## src/rtl/inst_fetch_queue_if.sv

```systemverilog
// Fetch-queue bus: Wishbone fetch return path in, decode head entry out.
// master = fetch/decode side, slave = the queue.
interface inst_fetch_queue_if #(
   parameter int DEPTH_LOG2 = 2
);
   logic                  inst_ack_in;
   logic [31:0]           inst_in;
   logic [31:0]           inst_addr;
   logic                  flush;
   logic                  dec_ready;
   logic [31:0]           inst_out;
   logic [31:0]           pc_out;
   logic                  valid_out;
   logic                  stall_inst;
   logic [DEPTH_LOG2:0]   count;
   logic                  overflow;

   modport master (
      output inst_ack_in, inst_in, inst_addr, flush, dec_ready,
      input  inst_out, pc_out, valid_out, stall_inst, count, overflow
   );

   modport slave (
      input  inst_ack_in, inst_in, inst_addr, flush, dec_ready,
      output inst_out, pc_out, valid_out, stall_inst, count, overflow
   );
endinterface

```

## src/rtl/inst_fetch_queue.sv

```systemverilog
// Instruction fetch queue: buffers {pc, inst} words between the fetch port and decode.
// Optional macro IFQ_BYPASS_EN forwards a word straight to decode when the queue is empty.
module inst_fetch_queue #(
   parameter int DEPTH_LOG2   = 2,
   parameter int STALL_MARGIN = 1
) (
   input  logic               clk,
   input  logic               rst,
   inst_fetch_queue_if.slave  bus
);
   localparam int                  DEPTH    = 1 << DEPTH_LOG2;
   localparam logic [DEPTH_LOG2:0] DEPTH_C  = (DEPTH_LOG2+1)'(DEPTH);
   localparam logic [DEPTH_LOG2:0] MARGIN_C = (DEPTH_LOG2+1)'(STALL_MARGIN);

   logic [63:0]           r_mem [DEPTH];
   logic [DEPTH_LOG2-1:0] r_wr_ptr;
   logic [DEPTH_LOG2-1:0] r_rd_ptr;
   logic [DEPTH_LOG2:0]   r_count;
   logic                  r_stall;
   logic                  r_overflow;

   logic                  w_empty;
   logic                  w_full;
   logic                  w_push;
   logic                  w_pop;
   logic                  w_push_ok;
   logic                  w_push_q;
   logic                  w_bypass;
   logic                  w_bypass_take;
   logic [DEPTH_LOG2:0]   w_count_next;
   logic [DEPTH_LOG2:0]   w_free_next;
   logic [63:0]           w_head;

   assign w_empty   = (r_count == '0);
   assign w_full    = (r_count == DEPTH_C);
   assign w_push    = bus.inst_ack_in & ~bus.flush;
   assign w_pop     = ~w_empty & bus.dec_ready & ~bus.flush;
   assign w_push_ok = w_push & (~w_full | w_pop);

`ifdef IFQ_BYPASS_EN
   assign w_bypass      = w_push & w_empty;
   assign w_bypass_take = w_bypass & bus.dec_ready;
`else
   assign w_bypass      = 1'b0;
   assign w_bypass_take = 1'b0;
`endif

   // A bypassed word that decode takes immediately never occupies a slot.
   assign w_push_q     = w_push_ok & ~w_bypass_take;
   assign w_count_next = bus.flush ? '0
                       : r_count + (DEPTH_LOG2+1)'(w_push_q) - (DEPTH_LOG2+1)'(w_pop);
   assign w_free_next  = DEPTH_C - w_count_next;

   always_ff @(posedge clk) begin
      if (w_push_q) r_mem[r_wr_ptr] <= {bus.inst_addr, bus.inst_in};
   end

   always_ff @(posedge clk or posedge rst) begin
      if (rst) begin
         r_wr_ptr   <= '0;
         r_rd_ptr   <= '0;
         r_count    <= '0;
         r_stall    <= 1'b0;
         r_overflow <= 1'b0;
      end else begin
         if (bus.flush) begin
            r_wr_ptr <= '0;
            r_rd_ptr <= '0;
         end else begin
            if (w_push_q) r_wr_ptr <= r_wr_ptr + 1'b1;
            if (w_pop)    r_rd_ptr <= r_rd_ptr + 1'b1;
         end
         r_count <= w_count_next;
         r_stall <= bus.flush | (w_free_next <= MARGIN_C);
         if (w_push & w_full & ~w_pop) r_overflow <= 1'b1;
      end
   end

   assign w_head = r_mem[r_rd_ptr];

   always_comb begin
      bus.valid_out = 1'b0;
      bus.inst_out  = '0;
      bus.pc_out    = '0;
      if (!w_empty) begin
         bus.valid_out = 1'b1;
         bus.inst_out  = w_head[31:0];
         bus.pc_out    = w_head[63:32];
      end else if (w_bypass) begin
         bus.valid_out = 1'b1;
         bus.inst_out  = bus.inst_in;
         bus.pc_out    = bus.inst_addr;
      end
   end

   assign bus.stall_inst = r_stall;
   assign bus.count      = r_count;
   assign bus.overflow   = r_overflow;
endmodule
```

## src/flat_wrapper.sv

```systemverilog
// flat-port wrapper written by rule: the top's interface ports become plain ports
module inst_fetch_queue_flat 
#(
   parameter int DEPTH_LOG2   = 2,
   parameter int STALL_MARGIN = 1
)
  (clk, rst, bus_inst_ack_in, bus_inst_in, bus_inst_addr, bus_flush, bus_dec_ready, bus_inst_out, bus_pc_out, bus_valid_out, bus_stall_inst, bus_count, bus_overflow);
  inst_fetch_queue_if #(.DEPTH_LOG2(DEPTH_LOG2)) bus_i ();
  input  logic clk;
  input  logic rst;
  input wire logic [$bits(bus_i.inst_ack_in)-1:0] bus_inst_ack_in;
  input wire logic [$bits(bus_i.inst_in)-1:0] bus_inst_in;
  input wire logic [$bits(bus_i.inst_addr)-1:0] bus_inst_addr;
  input wire logic [$bits(bus_i.flush)-1:0] bus_flush;
  input wire logic [$bits(bus_i.dec_ready)-1:0] bus_dec_ready;
  output wire logic [$bits(bus_i.inst_out)-1:0] bus_inst_out;
  output wire logic [$bits(bus_i.pc_out)-1:0] bus_pc_out;
  output wire logic [$bits(bus_i.valid_out)-1:0] bus_valid_out;
  output wire logic [$bits(bus_i.stall_inst)-1:0] bus_stall_inst;
  output wire logic [$bits(bus_i.count)-1:0] bus_count;
  output wire logic [$bits(bus_i.overflow)-1:0] bus_overflow;
  assign bus_i.inst_ack_in = bus_inst_ack_in;
  assign bus_i.inst_in = bus_inst_in;
  assign bus_i.inst_addr = bus_inst_addr;
  assign bus_i.flush = bus_flush;
  assign bus_i.dec_ready = bus_dec_ready;
  assign bus_inst_out = bus_i.inst_out;
  assign bus_pc_out = bus_i.pc_out;
  assign bus_valid_out = bus_i.valid_out;
  assign bus_stall_inst = bus_i.stall_inst;
  assign bus_count = bus_i.count;
  assign bus_overflow = bus_i.overflow;
  inst_fetch_queue #(.DEPTH_LOG2(DEPTH_LOG2), .STALL_MARGIN(STALL_MARGIN)) u_core (.clk(clk), .rst(rst), .bus(bus_i));
endmodule
```

## config.mk

```make
export PLATFORM = sky130hd
export DESIGN_NAME = inst_fetch_queue_flat
export DESIGN_NICKNAME = d
export VERILOG_FILES = /design/src/rtl/inst_fetch_queue_if.sv /design/src/rtl/inst_fetch_queue.sv /design/src/flat_wrapper.sv
export SDC_FILE = /design/constraint.sdc
export NUM_CORES = 1
export LEC_CHECK = 0
export CAP_MARGIN = 20
export CELL_PAD_IN_SITES_DETAIL_PLACEMENT = 0
export CELL_PAD_IN_SITES_GLOBAL_PLACEMENT = 1
export CORE_MARGIN = 2
export CORE_UTILIZATION = 35
export DETAILED_ROUTE_END_ITERATION = 16
export GPL_ROUTABILITY_DRIVEN = 0
export PLACE_DENSITY = 0.58
export SYNTH_ARGS = -nofsm -noshare
export SYNTH_HDL_FRONTEND = slang
export SYNTH_SLANG_ARGS = --single-unit
```

## constraint.sdc

```tcl
create_clock -name clk -period 7.9 [get_ports clk]
set_input_delay 0.79 -clock clk [delete_from_list [all_inputs] [get_ports clk]]
set_output_delay 0.79 -clock clk [all_outputs]
set_load 0.005 [all_outputs]
```

==> results of run 1 <==
==> flip-flops by register name (all words and copies together), names as in the netlist <==
register,cells
u_core.r_mem,256
u_core.bus.count,3
u_core.r_rd_ptr,2
u_core.r_wr_ptr,2
u_core.bus.overflow,1
u_core.bus.stall_inst,1
==> cell type report <==
class	count	area [um^2]
multi-input cells	165	2170
inverters	10	37.5
clock buffers	30	729
repair buffers	141	1420
flip-flops and latches	265	7920
clock inverters	22	189
well taps	384	480
fillers	2448	15800
==> kinds of logic after synthesis <==
family / after synthesis / share of synthesized area [%]
DFF: 265 / 77.3
and+or+nand+nor: 81 / 4.83
muxes: 65 / 14.2
buffers and inverters: 32 / 1.64
adders and majority gates: 9 / 1.17
AOI/OAI and AO/OA: 6 / 0.391
xor gates and xnor gates: 4 / 0.477
==> placed cells by master (no fill, tap or decap), drive strengths merged, types with 2 or more instances in the layout <==
cell type	count
clkinvlp	3
clkbuf	30
clkdlybuf4s50	138
o21ai	2
dfrtp	9
and2	68
edfxtp	256
mux4	64
bufinv	3
ha	8
clkinv	16
or3	2
nor2	7
xor2	2
buf	3
inv	10
==> worst paths after layout <==
kind,start,endpoint,slack (ns),cells past startpoint
setup reg to reg,u_core.bus.count[2],u_core.bus.stall_inst,5.07,10
setup / recovery,u_core.r_rd_ptr[0],bus_inst_out[21],3.76,4
hold / removal,u_core.bus.overflow,u_core.bus.overflow,0.49,1
min in group asynchronous,rst,u_core.r_wr_ptr[0],0.54,2
max in group asynchronous,rst,u_core.r_rd_ptr[1],7.07,2
hold reg to reg,u_core.bus.overflow,u_core.bus.overflow,0.49,1
==> power by group through the flow <==
| stage | registers [mW] | logic (mW) | clock network, mW |
|---|---|---|---|
| 2_1_floorplan | 1.66 | 0.515 | 0 |
| 3_3_place_gp | 1.72 | 0.944 | 0 |
| 3_5_place_dp | 1.72 | 0.945 | 0 |
| 4_1_cts | 1.69 | 0.950 | 1.32 |
| 5_1_grt | 1.70 | 1.01 | 1.38 |
| 6_report | 1.69 | 0.917 | 1.28 |
==> per-stage QoR <==
step           util (%)  hold slack [ns]  total power, mW  area (um^2)
6_report           45.0            0.488             3.89        12900
5_1_grt            45.0            0.526             4.09        12900
4_1_cts            44.9            0.495             3.97        12900
3_3_place_gp       41.7            0.455             2.66        12000
2_1_floorplan         -            0.466             2.18        10200
3_5_place_dp       41.7            0.482             2.67        12000
==> worst reg2reg max path, stage by stage, from the launching register on <==
cell and delay, ns:
sky130_fd_sc_hd__dfrtp_1 0.44, sky130_fd_sc_hd__nor4b_2 0.21, sky130_fd_sc_hd__nor3_1 0.54, sky130_fd_sc_hd__ha_1 0.25, sky130_fd_sc_hd__inv_1 0.05, sky130_fd_sc_hd__fa_1 0.44, sky130_fd_sc_hd__or2_2 0.30, sky130_fd_sc_hd__ha_1 0.27
sky130_fd_sc_hd__nor2_1 0.09, sky130_fd_sc_hd__nor2_1 0.04, sky130_fd_sc_hd__o21ai_0 0.12
==> routing by layer <==
metal  part of all wire, %  GRT usage, %  wire length [um]
met4                   1.8          2.99               366
met5                     0             0                 0
met3                   5.2          3.09              1050
met2                    50          23.5             10000
met1                    43          16.5              8750
==> run summary, run 1 <==
The number of iterations in the first detailed-routing pass is 4. The worst endpoint required time is 7.11 ns. The source-to-sink clock delay at the later pin of the worst-skew pair is 0.52 ns. The area added between synthesis and finish is 26.4%. The run finished with clean final reports. In this run the tightest slew margin relative to its limit is 28.9%. The die width is 175 um. The initial cell density of the core came out at 35.6%. The cell type group with the largest total delay on the critical path is buffers and inverters. The count of synthesis-stage warnings from yosys is 0. Sorting the synthesized cells by area gives the leading types as sky130_fd_sc_hd__edfxtp_1, sky130_fd_sc_hd__mux4_2, sky130_fd_sc_hd__and2_1. The distinct cell type count after synthesis came out at 25. Setup repair after global routing left no endpoint under its margin. The area share of the largest cell type after synthesis came out at 75.1%. The share of total power dissipated in sequential elements is 43.4%. Walking the worst path, the cells encountered are buf_4 -> mux4_2 -> and2_1 -> clkdlybuf4s50_1. The final worst-path setup slack is 3.76 ns. For this run, the leading register cell type out of synthesis is sky130_fd_sc_hd__edfxtp_1. Pin placement for this block handled 139 I/O pins. The total count of hold-check failures in the final report came out at 0. For this block, the routed nets add up to 20.2 mm of wire. The hold-fix buffer count after cts came out at 0. The count of input and output buffers is 138. The min-delay analysis places its worst path in the category reg -> reg. The initial antenna violation count is 0. The floorplan die area came out at 30600 um^2. The worst setup path is captured at a primary output. Global routing used 13.2% of the available tracks.

The area of the core is 28800 um^2. The cell sitting at the root of the clock tree is a sky130_fd_sc_hd__clkbuf_16. The slowest stage of the critical path belongs to the cell sky130_fd_sc_hd__dfrtp_4. The worst setup path is of the reg -> out kind.

Counting flops with a built-in enable in the synthesized netlist gives 256. The share of the Yosys chip area taken by registers is 77.3%. The total instance count after detailed placement came out at 964. After detailed routing, the average wire length per cell comes to 19.8 um. The final antenna-violating net count is 0. The maximum buffer depth of the clock tree came out at 3. Per report_power, the clock group accounts for 33.0% of the total.

The share of async-settable or async-resettable flops after synthesis is 3.40%. Global routing finished with a remaining overflow of 0. The internal power of the cells came out at 2.95 mW.

The via count of the first global-routing pass came out at 5369. The area of the mapped netlist came out at 10200 um^2. Of all nets on the critical path, the largest fanout is 37.

Timing would allow up to 0.242 GHz. In the routed layout, each cell is associated on average with a via count of 4.79. The floorplan row count came out at 62. The final period utilization is 52.4%. After synthesis, the most frequently instantiated cells are sky130_fd_sc_hd__edfxtp_1, sky130_fd_sc_hd__and2_1, sky130_fd_sc_hd__mux4_2. The share of total power consumed by net switching came out at 24.2%.

The mean instance size in the synthesized netlist came out at 22.2 um^2. The non-filler instance count after layout is 1017. Counting flops and latches in the post-synthesis netlist gives 265.

The number of pins exceeding their max-slew limit in the final report is 0. The post-route netlist has 19.4% of its cells at a drive strength greater than 1. The number of nets in the final layout came out at 690.

The clock transition at the registers of the reported paths came out at 0.06 ns. The worst endpoint data arrival time came out at 3.35 ns. The pre-CTS setup slack came out at 4.17 ns. The worst setup path is launched from a register. The final setup TNS is 0 ns. The peak supply drop came out at 180 uV.

The largest stage delay on the critical path came out at 0.83 ns. The number of vias after detailed routing came out at 4867. Counting both buffers and inverters, the worst setup path holds a total of 2. The final-report setup violation count came out at 0.

The number of buffers inserted during clock tree synthesis is 29. The synthesized netlist net count came out at 540. The DRC violation count after routing is 0.

The number of H-tree levels is 1. 0 antenna diodes ended up in the layout. In this run the vertical extent of the chip is 175 um. The post-CTS setup-driven buffer insertion count is 0. The post-CTS resize count is 0.

The number of max-cap violations is 0. The synthesized design spends more area on one cell type than any other, namely sky130_fd_sc_hd__edfxtp_1. The clock period minus final worst setup slack is 4.14 ns. The part of the power in combinational logic came out at 23.6%. The clock drives 265 sinks. At the pin with the least slew margin, the transition time is 1.07 ns.

Detailed placement ended at an HPWL of 11.0 mm. The gate count after technology mapping came out at 462. For the final database, setup skew stands at 0.00988 ns. Entering global routing, the biggest net connects 66 pins. The power density over the cells is 301 nW/um^2. The number of design-rule violations left by the first detailed-router iteration is 303. In this run the static leakage power is 4.13 nW. The switching power of the nets came out at 0.941 mW. The wire length of the first global-routing pass is 31.1 mm.

The TritonCTS clock tree is done. In the post-synthesis netlist, the cell with the most instances is sky130_fd_sc_hd__edfxtp_1.
No activity file was read; power rests on OpenSTA's default activity.
==> run 2: changes to the inputs <==
--- a/config.mk
+++ b/config.mk
@@ -12,7 +12,7 @@
 export CORE_UTILIZATION = 35
 export DETAILED_ROUTE_END_ITERATION = 16
 export GPL_ROUTABILITY_DRIVEN = 0
-export PLACE_DENSITY = 0.58
+export PLACE_DENSITY = 0.61
 export SYNTH_ARGS = -nofsm -noshare
 export SYNTH_HDL_FRONTEND = slang
 export SYNTH_SLANG_ARGS = --single-unit
==> constraint.sdc (replaced) <==
create_clock -name clk -period 3.7 [get_ports clk]
set_input_delay 0.37 -clock clk [delete_from_list [all_inputs] [get_ports clk]]
set_output_delay 0.37 -clock clk [all_outputs]
set_load 0.005 [all_outputs]
==> run summary, run 2 (same netlist as run 1, synthesis figures left out) <==
The total global routing overflow came out at 0 (unchanged). The depth of the most critical reg-to-reg path is 12 (was 10). The maximum fanout encountered on the critical timing path came out at 43 (was 37). The post-CTS resize count is 0 (unchanged). The fraction of final layout cells sized beyond drive strength 1 came out at 19.6% (was 19.4%).

The worst endpoint data arrival time is 2.92 ns (was 3.35 ns). Critical path, cell by cell: or3_2 -> buf_4 -> and2_1 -> clkdlybuf4s50_1 (was buf_4 -> mux4_2 -> and2_1 -> clkdlybuf4s50_1). The largest stage delay on the critical path is 0.87 ns (was 0.83 ns).

The start of the worst register-to-register path is u_core.bus.count[1] (was u_core.bus.count[2]). The source-to-sink clock delay at the later pin of the worst-skew pair is 0.53 ns (was 0.52 ns). The commonest non-fill, non-tap cell in the layout is sky130_fd_sc_hd__edfxtp_1 (unchanged). The via count of the first global-routing pass is 5466 (was 5369). The die outline height is 175 um (unchanged). The maximum buffer depth of the clock tree is 3 (unchanged). The number of design-rule violations left by the first detailed-router iteration came to 261 (was 303). The total count of hold-check failures in the final report is 0 (unchanged). The final non-filler cell area is 13000 um^2 (was 12900 um^2). The cell type group with the largest total delay on the critical path is simple AND/OR/NAND/NOR gates (was buffers and inverters). The non-filler instance count after layout came out at 1023 (was 1017). The peak supply drop is 456 uV (was 180 uV).

The power density over the cells is 633 nW/um^2 (was 301 nW/um^2). The TritonCTS clock tree was done (unchanged). The number of max-cap violations is 0 (unchanged). The routed length per instance is 19.8 um (about the same). The pin count of the biggest net entering global routing is 44 (was 66). The half-perimeter wire length of the detailed placement result came to 11.9 mm (was 11.0 mm). The initial cell density of the core was 35.6% (unchanged). Result of the run: completed (unchanged). The post-CTS setup-driven buffer insertion count came out at 0 (unchanged).

The type of the worst setup path is reg -> out (unchanged). The worst min-delay path category is in -> async (was reg -> reg). The final antenna-violating net count came out at 0 (unchanged).

The register with the highest flop count was u_core.r_mem (unchanged). The final setup TNS is 0 ns (unchanged). The share of total power consumed by net switching came out at 24.2% (about the same). The relative contribution of sequential cells to total power was 43.3% (was 43.4%). The flip-flop count of the largest register after layout came to 256 (unchanged). The clock skew after layout was 0.0165 ns (was 0.00988 ns). The slack of the worst reg-to-reg path came out at 0.92 ns (was 5.07 ns). The count of clock tree sinks is 265 (unchanged). The standard cell area after detailed placement is 12200 um^2 (was 12000 um^2). The total instance count after detailed placement came out at 975 (was 964). The final-report setup violation count is 0 (unchanged).

The number of H-tree levels is 1 (unchanged). Most used cells in the layout excluding fill and tap cells: sky130_fd_sc_hd__edfxtp_1, sky130_fd_sc_hd__clkdlybuf4s50_1, sky130_fd_sc_hd__mux4_2, sky130_fd_sc_hd__and2_1, sky130_fd_sc_hd__clkbuf_16 (unchanged). The initial antenna violation count was 0 (unchanged). The area of the core came to 28800 um^2 (unchanged). The number of buffers inserted during clock tree synthesis came to 28 (was 29). The DRC violation count after routing came out at 0 (unchanged). The overall routed net length was 20.2 mm (about the same). The number of inserted diodes is 0 (unchanged).

Unrepaired setup endpoints after global routing: no (unchanged). The switching power of the nets came out at 2.00 mW (was 0.941 mW). The buffer cell driving the clock tree root is sky130_fd_sc_hd__clkbuf_16 (unchanged).

The internal power of the cells came out at 6.24 mW (was 2.95 mW). The number of pins exceeding their max-slew limit in the final report is 0 (unchanged). The total I/O pin count was 139 (unchanged). The total stage count of the critical path is 4 (unchanged). The cell type of the slowest stage on the worst timing path is sky130_fd_sc_hd__or3_2 (was sky130_fd_sc_hd__dfrtp_4). The floorplan die area is 30600 um^2 (unchanged). The die width came out at 175 um (unchanged).

The part of the power in combinational logic came out at 24.9% (was 23.6%). The number of buffer and inverter instances along the worst setup path is 2 (unchanged). The count of input and output buffers is 138 (unchanged).

The clock period minus final worst setup slack came out at 3.29 ns. The kind of launch point of the worst setup path is a register (unchanged). The hold-fix buffer count after cts is 0 (unchanged).

The wire length of the first global-routing pass is 31.4 mm (was 31.1 mm). The area added between synthesis and finish is 27.2% (was 26.4%). The global-route usage over all layers is 13.3% (was 13.2%). The highest clock rate is 0.304 GHz. The clock transition at the registers of the reported paths came out at 0.06 ns (about the same). The number of vias after detailed routing is 4882 (was 4867). The remaining max-slew budget at the tightest pin came out at 44.8% (was 28.9%). The proportion of power drawn by the clock network was 31.8% (was 33.0%). The worst endpoint required time came out at 3.33 ns (was 7.11 ns). The average via count per standard cell came out at 4.77 (was 4.79). The number of nets in the final layout is 699 (was 690).

The number of iterations in the first detailed-routing pass came out at 4 (unchanged). The static leakage power is 4.17 nW (was 4.13 nW). The launch point of the critical path is u_core.bus.count[1] (was u_core.r_rd_ptr[0]). The sort of element at the end of the critical path is a primary output (unchanged). The critical path endpoint is bus_pc_out[15] (was bus_inst_out[21]). The floorplan row count came out at 62 (unchanged).

The capture instance of the worst register-to-register path was u_core.bus.stall_inst (unchanged). The measured slew at the worst slew-check pin was 0.828 ns (was 1.07 ns). The final period utilization came out at 88.8%.
run 2: how the worst min path moves through the flow:
stage | end | cells past startpoint | from | slack [ns]
global route | u_core.bus.count[0] | 2 | rst | 0.14
detailed placement | u_core.bus.overflow | 1 | u_core.bus.overflow | 0.46
global placement | u_core.bus.overflow | 1 | u_core.bus.overflow | 0.47
finish | u_core.bus.count[0] | 2 | rst | 0.11
floorplan | u_core.bus.count[0] | 1 | rst | 0.20
CTS | u_core.bus.count[0] | 2 | rst | 0.11
run 2: final cells by class:
class / instances / area [um^2]
clock inverter: 17 / 126
tap: 384 / 480
inverter: 10 / 37.5
timing repair buffer: 151 / 1550
fill: 2454 / 15800
multi-input combinational: 165 / 2170
sequential: 265 / 7920
clock buffer: 31 / 733
run 2: power by group through the flow:
stage / combinational [mW] / sequential, mW / clock [mW]
2_1_floorplan: 1.10 / 3.55 / 0
3_3_place_gp: 2.10 / 3.63 / 0
3_5_place_dp: 2.10 / 3.64 / 0
4_1_cts: 2.11 / 3.58 / 2.69
5_1_grt: 2.23 / 3.59 / 2.80
6_report: 2.05 / 3.57 / 2.62
run 2: layer usage:
layer  wire length, um  global-route usage [%]  part of all wire [%]  up-vias
met5                 0                       0                     0        -
met4               355                    3.16                   1.8        0
met3              1160                    3.02                   5.7       36
met2              9820                    22.3                    49      122
met1              8890                    17.7                    44     2544
li1                  -                       -                     -     2180
run 2: stage by stage:
stage | total power [mW] | utilization, % | setup WS [ns] | hold WS, ns
after floorplan | 4.65 | - | 0.744 | 0.198
after global placement | 5.73 | 42.2 | 0.711 | 0.472
after detailed placement | 5.74 | 42.2 | 0.652 | 0.460
after CTS | 8.38 | 45.2 | 0.335 | 0.107
after global routing | 8.62 | 45.2 | 0.229 | 0.137
final | 8.24 | 45.2 | 0.414 | 0.114
run 2: worst register-to-register path, stage by stage (launching register included):
cell,delay (ns)
sky130_fd_sc_hd__dfrtp_1,0.47
sky130_fd_sc_hd__o31ai_1,0.37
sky130_fd_sc_hd__nor2_1,0.08
sky130_fd_sc_hd__ha_1,0.28
sky130_fd_sc_hd__inv_1,0.04
sky130_fd_sc_hd__ha_1,0.17
sky130_fd_sc_hd__inv_1,0.07
sky130_fd_sc_hd__fa_1,0.40
sky130_fd_sc_hd__or2_2,0.30
sky130_fd_sc_hd__ha_1,0.28
sky130_fd_sc_hd__nor2_1,0.09
sky130_fd_sc_hd__nor2_1,0.04
sky130_fd_sc_hd__o21ai_0,0.12
==> run 3: changes to the inputs <==
--- a/config.mk
+++ b/config.mk
@@ -13,6 +13,7 @@
 export DETAILED_ROUTE_END_ITERATION = 16
 export GPL_ROUTABILITY_DRIVEN = 0
 export PLACE_DENSITY = 0.61
+export REMOVE_ABC_BUFFERS = 1
 export SYNTH_ARGS = -nofsm -noshare
 export SYNTH_HDL_FRONTEND = slang
 export SYNTH_SLANG_ARGS = --single-unit
==> run summary, run 3 (same netlist as run 1, synthesis figures left out) <==
The relative contribution of sequential cells to total power is 41.8% (was 43.3%). The final setup TNS came out at 0 ns (unchanged). The register with the highest flop count is u_core.r_mem (unchanged). The DRC violation count after routing is 0 (unchanged).

The final-report setup violation count was 0 (unchanged). The final period utilization is 85.4% (was 88.8%). The half-perimeter wire length of the detailed placement result was 11.9 mm (about the same). The wire length of the first global-routing pass is 31.8 mm (was 31.4 mm). The part of the power in combinational logic came to 25.0% (was 24.9%).

The TritonCTS clock tree is done (unchanged). The buffer cell driving the clock tree root is sky130_fd_sc_hd__clkbuf_16 (unchanged). The number of inserted diodes is 0 (unchanged).

The remaining max-slew budget at the tightest pin came out at 53.1% (was 44.8%). The final worst hold slack was 0.110 ns (was 0.114 ns). The commonest non-fill, non-tap cell in the layout is sky130_fd_sc_hd__edfxtp_1 (unchanged). The total I/O pin count came to 139 (unchanged). The count of clock tree sinks is 265 (unchanged). The number of iterations in the first detailed-routing pass came out at 4 (unchanged). The source-to-sink clock delay at the later pin of the worst-skew pair came out at 0.52 ns (was 0.53 ns). The die outline height is 175 um (unchanged). The floorplan die area is 30600 um^2 (unchanged). The worst endpoint data arrival time came out at 2.79 ns (was 2.92 ns). The flip-flop count of the largest register after layout is 256 (unchanged).

The sort of element at the end of the critical path is a primary output (unchanged). The worst min-delay path category is in -> async (unchanged). The share of the core filled with cells is 45.5% (was 45.2%). The area of the core came out at 28800 um^2 (unchanged).

Most used cells in the layout excluding fill and tap cells: sky130_fd_sc_hd__edfxtp_1, sky130_fd_sc_hd__clkdlybuf4s50_1, sky130_fd_sc_hd__mux4_2, sky130_fd_sc_hd__and2_1, sky130_fd_sc_hd__clkbuf_16 (unchanged). The clock period minus final worst setup slack is 3.16 ns (was 3.29 ns). The final antenna-violating net count is 0 (unchanged). The capture instance of the worst register-to-register path is u_core.bus.stall_inst (unchanged). The overall routed net length is 20.5 mm (was 20.2 mm). The number of design-rule violations left by the first detailed-router iteration came out at 285 (was 261). The share of total power consumed by net switching is 23.6% (was 24.2%). The highest clock rate came out at 0.316 GHz (was 0.304 GHz). The global-route usage over all layers came out at 13.6% (was 13.3%). The number of buffers inserted during clock tree synthesis came out at 27 (was 28). The number of nets in the final layout came out at 698 (was 699). The total count of hold-check failures in the final report came out at 0 (unchanged). The total instance count after detailed placement is 975 (unchanged). The cell type group with the largest total delay on the critical path was simple AND/OR/NAND/NOR gates (unchanged). The initial cell density of the core came out at 35.6% (unchanged). The hold-fix buffer count after cts came out at 0 (unchanged). The number of pins exceeding their max-slew limit in the final report came out at 0 (unchanged). The slack of the worst reg-to-reg path is 0.82 ns (was 0.92 ns). Critical path, cell by cell: or3_2 -> buf_12 -> and2_1 -> clkdlybuf4s50_1 (was or3_2 -> buf_4 -> and2_1 -> clkdlybuf4s50_1). The kind of launch point of the worst setup path is a register (unchanged). The total global routing overflow is 0 (unchanged).

The area added between synthesis and finish came to 28.1% (was 27.2%). The routed length per instance is 20.0 um (was 19.8 um). The die width was 175 um (unchanged).

The overall power of the completed layout is 8.46 mW (was 8.24 mW). The clock transition at the registers of the reported paths is 0.06 ns (about the same). The fraction of final layout cells sized beyond drive strength 1 was 20.5% (was 19.6%).

The initial antenna violation count came to 1 (was 0). The maximum buffer depth of the clock tree is 3 (unchanged). The post-CTS setup-driven buffer insertion count is 0 (unchanged). Unrepaired setup endpoints after global routing: no (unchanged). The cell type of the slowest stage on the worst timing path was sky130_fd_sc_hd__or3_2 (unchanged).

The depth of the most critical reg-to-reg path came to 12 (unchanged). The switching power of the nets came out at 2.00 mW (about the same). The clock skew after layout was 0.0142 ns (was 0.0165 ns).

The number of H-tree levels came out at 1 (unchanged). The count of input and output buffers came out at 138 (unchanged). The non-filler instance count after layout came out at 1024 (was 1023). The largest stage delay on the critical path is 0.83 ns (was 0.87 ns). The measured slew at the worst slew-check pin came to 0.704 ns (was 0.828 ns). The number of buffer and inverter instances along the worst setup path is 2 (unchanged).

The proportion of power drawn by the clock network came out at 33.2% (was 31.8%). The internal power of the cells is 6.46 mW (was 6.24 mW). The number of vias after detailed routing came out at 4887 (was 4882). The type of the worst setup path is reg -> out (unchanged). The pin count of the biggest net entering global routing was 39 (was 44). The peak supply drop came out at 486 uV (was 456 uV). Result of the run: completed (unchanged). The number of max-cap violations is 0 (unchanged). The average via count per standard cell is 4.77 (about the same). The via count of the first global-routing pass is 5519 (was 5466). The worst endpoint required time is 3.33 ns (about the same). The maximum fanout encountered on the critical timing path is 34 (was 43). The static leakage power is 4.21 nW (was 4.17 nW). The floorplan row count came out at 62 (unchanged). The power density over the cells came to 645 nW/um^2 (was 633 nW/um^2). The start of the worst register-to-register path is u_core.bus.count[1] (unchanged).

The post-CTS resize count was 0 (unchanged).
## run 3: changes by cell type in the layout (fill, tap and decap cells not counted), sizes merged
| cell | previous run | this run |
|---|---|---|
| clkinvlp | 1 | 3 |
| clkbuf | 31 | 36 |
| bufinv | 2 | 5 |
| clkinv | 14 | 5 |
## run 3: stage by stage
step / area (um^2) / worst slack [ns]
after global placement: 12200 / 0.665
after floorplan: 10100 / -0.0819
after CTS: 13100 / 0.488
final: 13100 / 0.539
after global routing: 13100 / 0.380
after detailed placement: 12200 / 0.582
## run 3: final cells by class
class / instances / area (um^2)
inverters: 10 / 37.5
multi-input cells: 165 / 2170
flip-flops and latches: 265 / 7920
repair buffers: 151 / 1570
fillers: 2414 / 15700
clock inverters: 13 / 198
well taps: 384 / 480
clock buffers: 36 / 739
## run 3: power groups by stage
stage / clock [mW] / sequential (mW) / combinational (mW)
floorplan: 0 / 3.69 / 0.926
global placement: 0 / 3.59 / 2.13
detailed placement: 0 / 3.60 / 2.17
CTS: 2.90 / 3.54 / 2.18
global route: 3.01 / 3.55 / 2.32
finish: 2.81 / 3.54 / 2.11
## run 3: worst max-delay path by stage
| stage | from | endpoint | slack (ns) | cells after the start |
|---|---|---|---|---|
| finish | u_core.bus.count[1] | bus_pc_out[16] | 0.54 | 4 |
| global route | u_core.bus.count[1] | bus_pc_out[21] | 0.38 | 4 |
| CTS | u_core.r_rd_ptr[0] | bus_inst_out[18] | 0.49 | 4 |
| detailed placement | bus_dec_ready | u_core.bus.stall_inst | 0.58 | 12 |
| global placement | bus_dec_ready | u_core.bus.stall_inst | 0.66 | 12 |
| floorplan | u_core.r_rd_ptr[0] | bus_inst_out[0] | -0.08 | 2 |
## run 3: layer usage
layer | vias to the layer above | wire (um) | track usage [%]
met1 | 2552 | 8890 | 18.0
met3 | 38 | 1000 | 2.92
met4 | 2 | 378 | 3.26
met2 | 116 | 10200 | 23.2
li1 | 2179 | - | -
met5 | - | 13 | 0
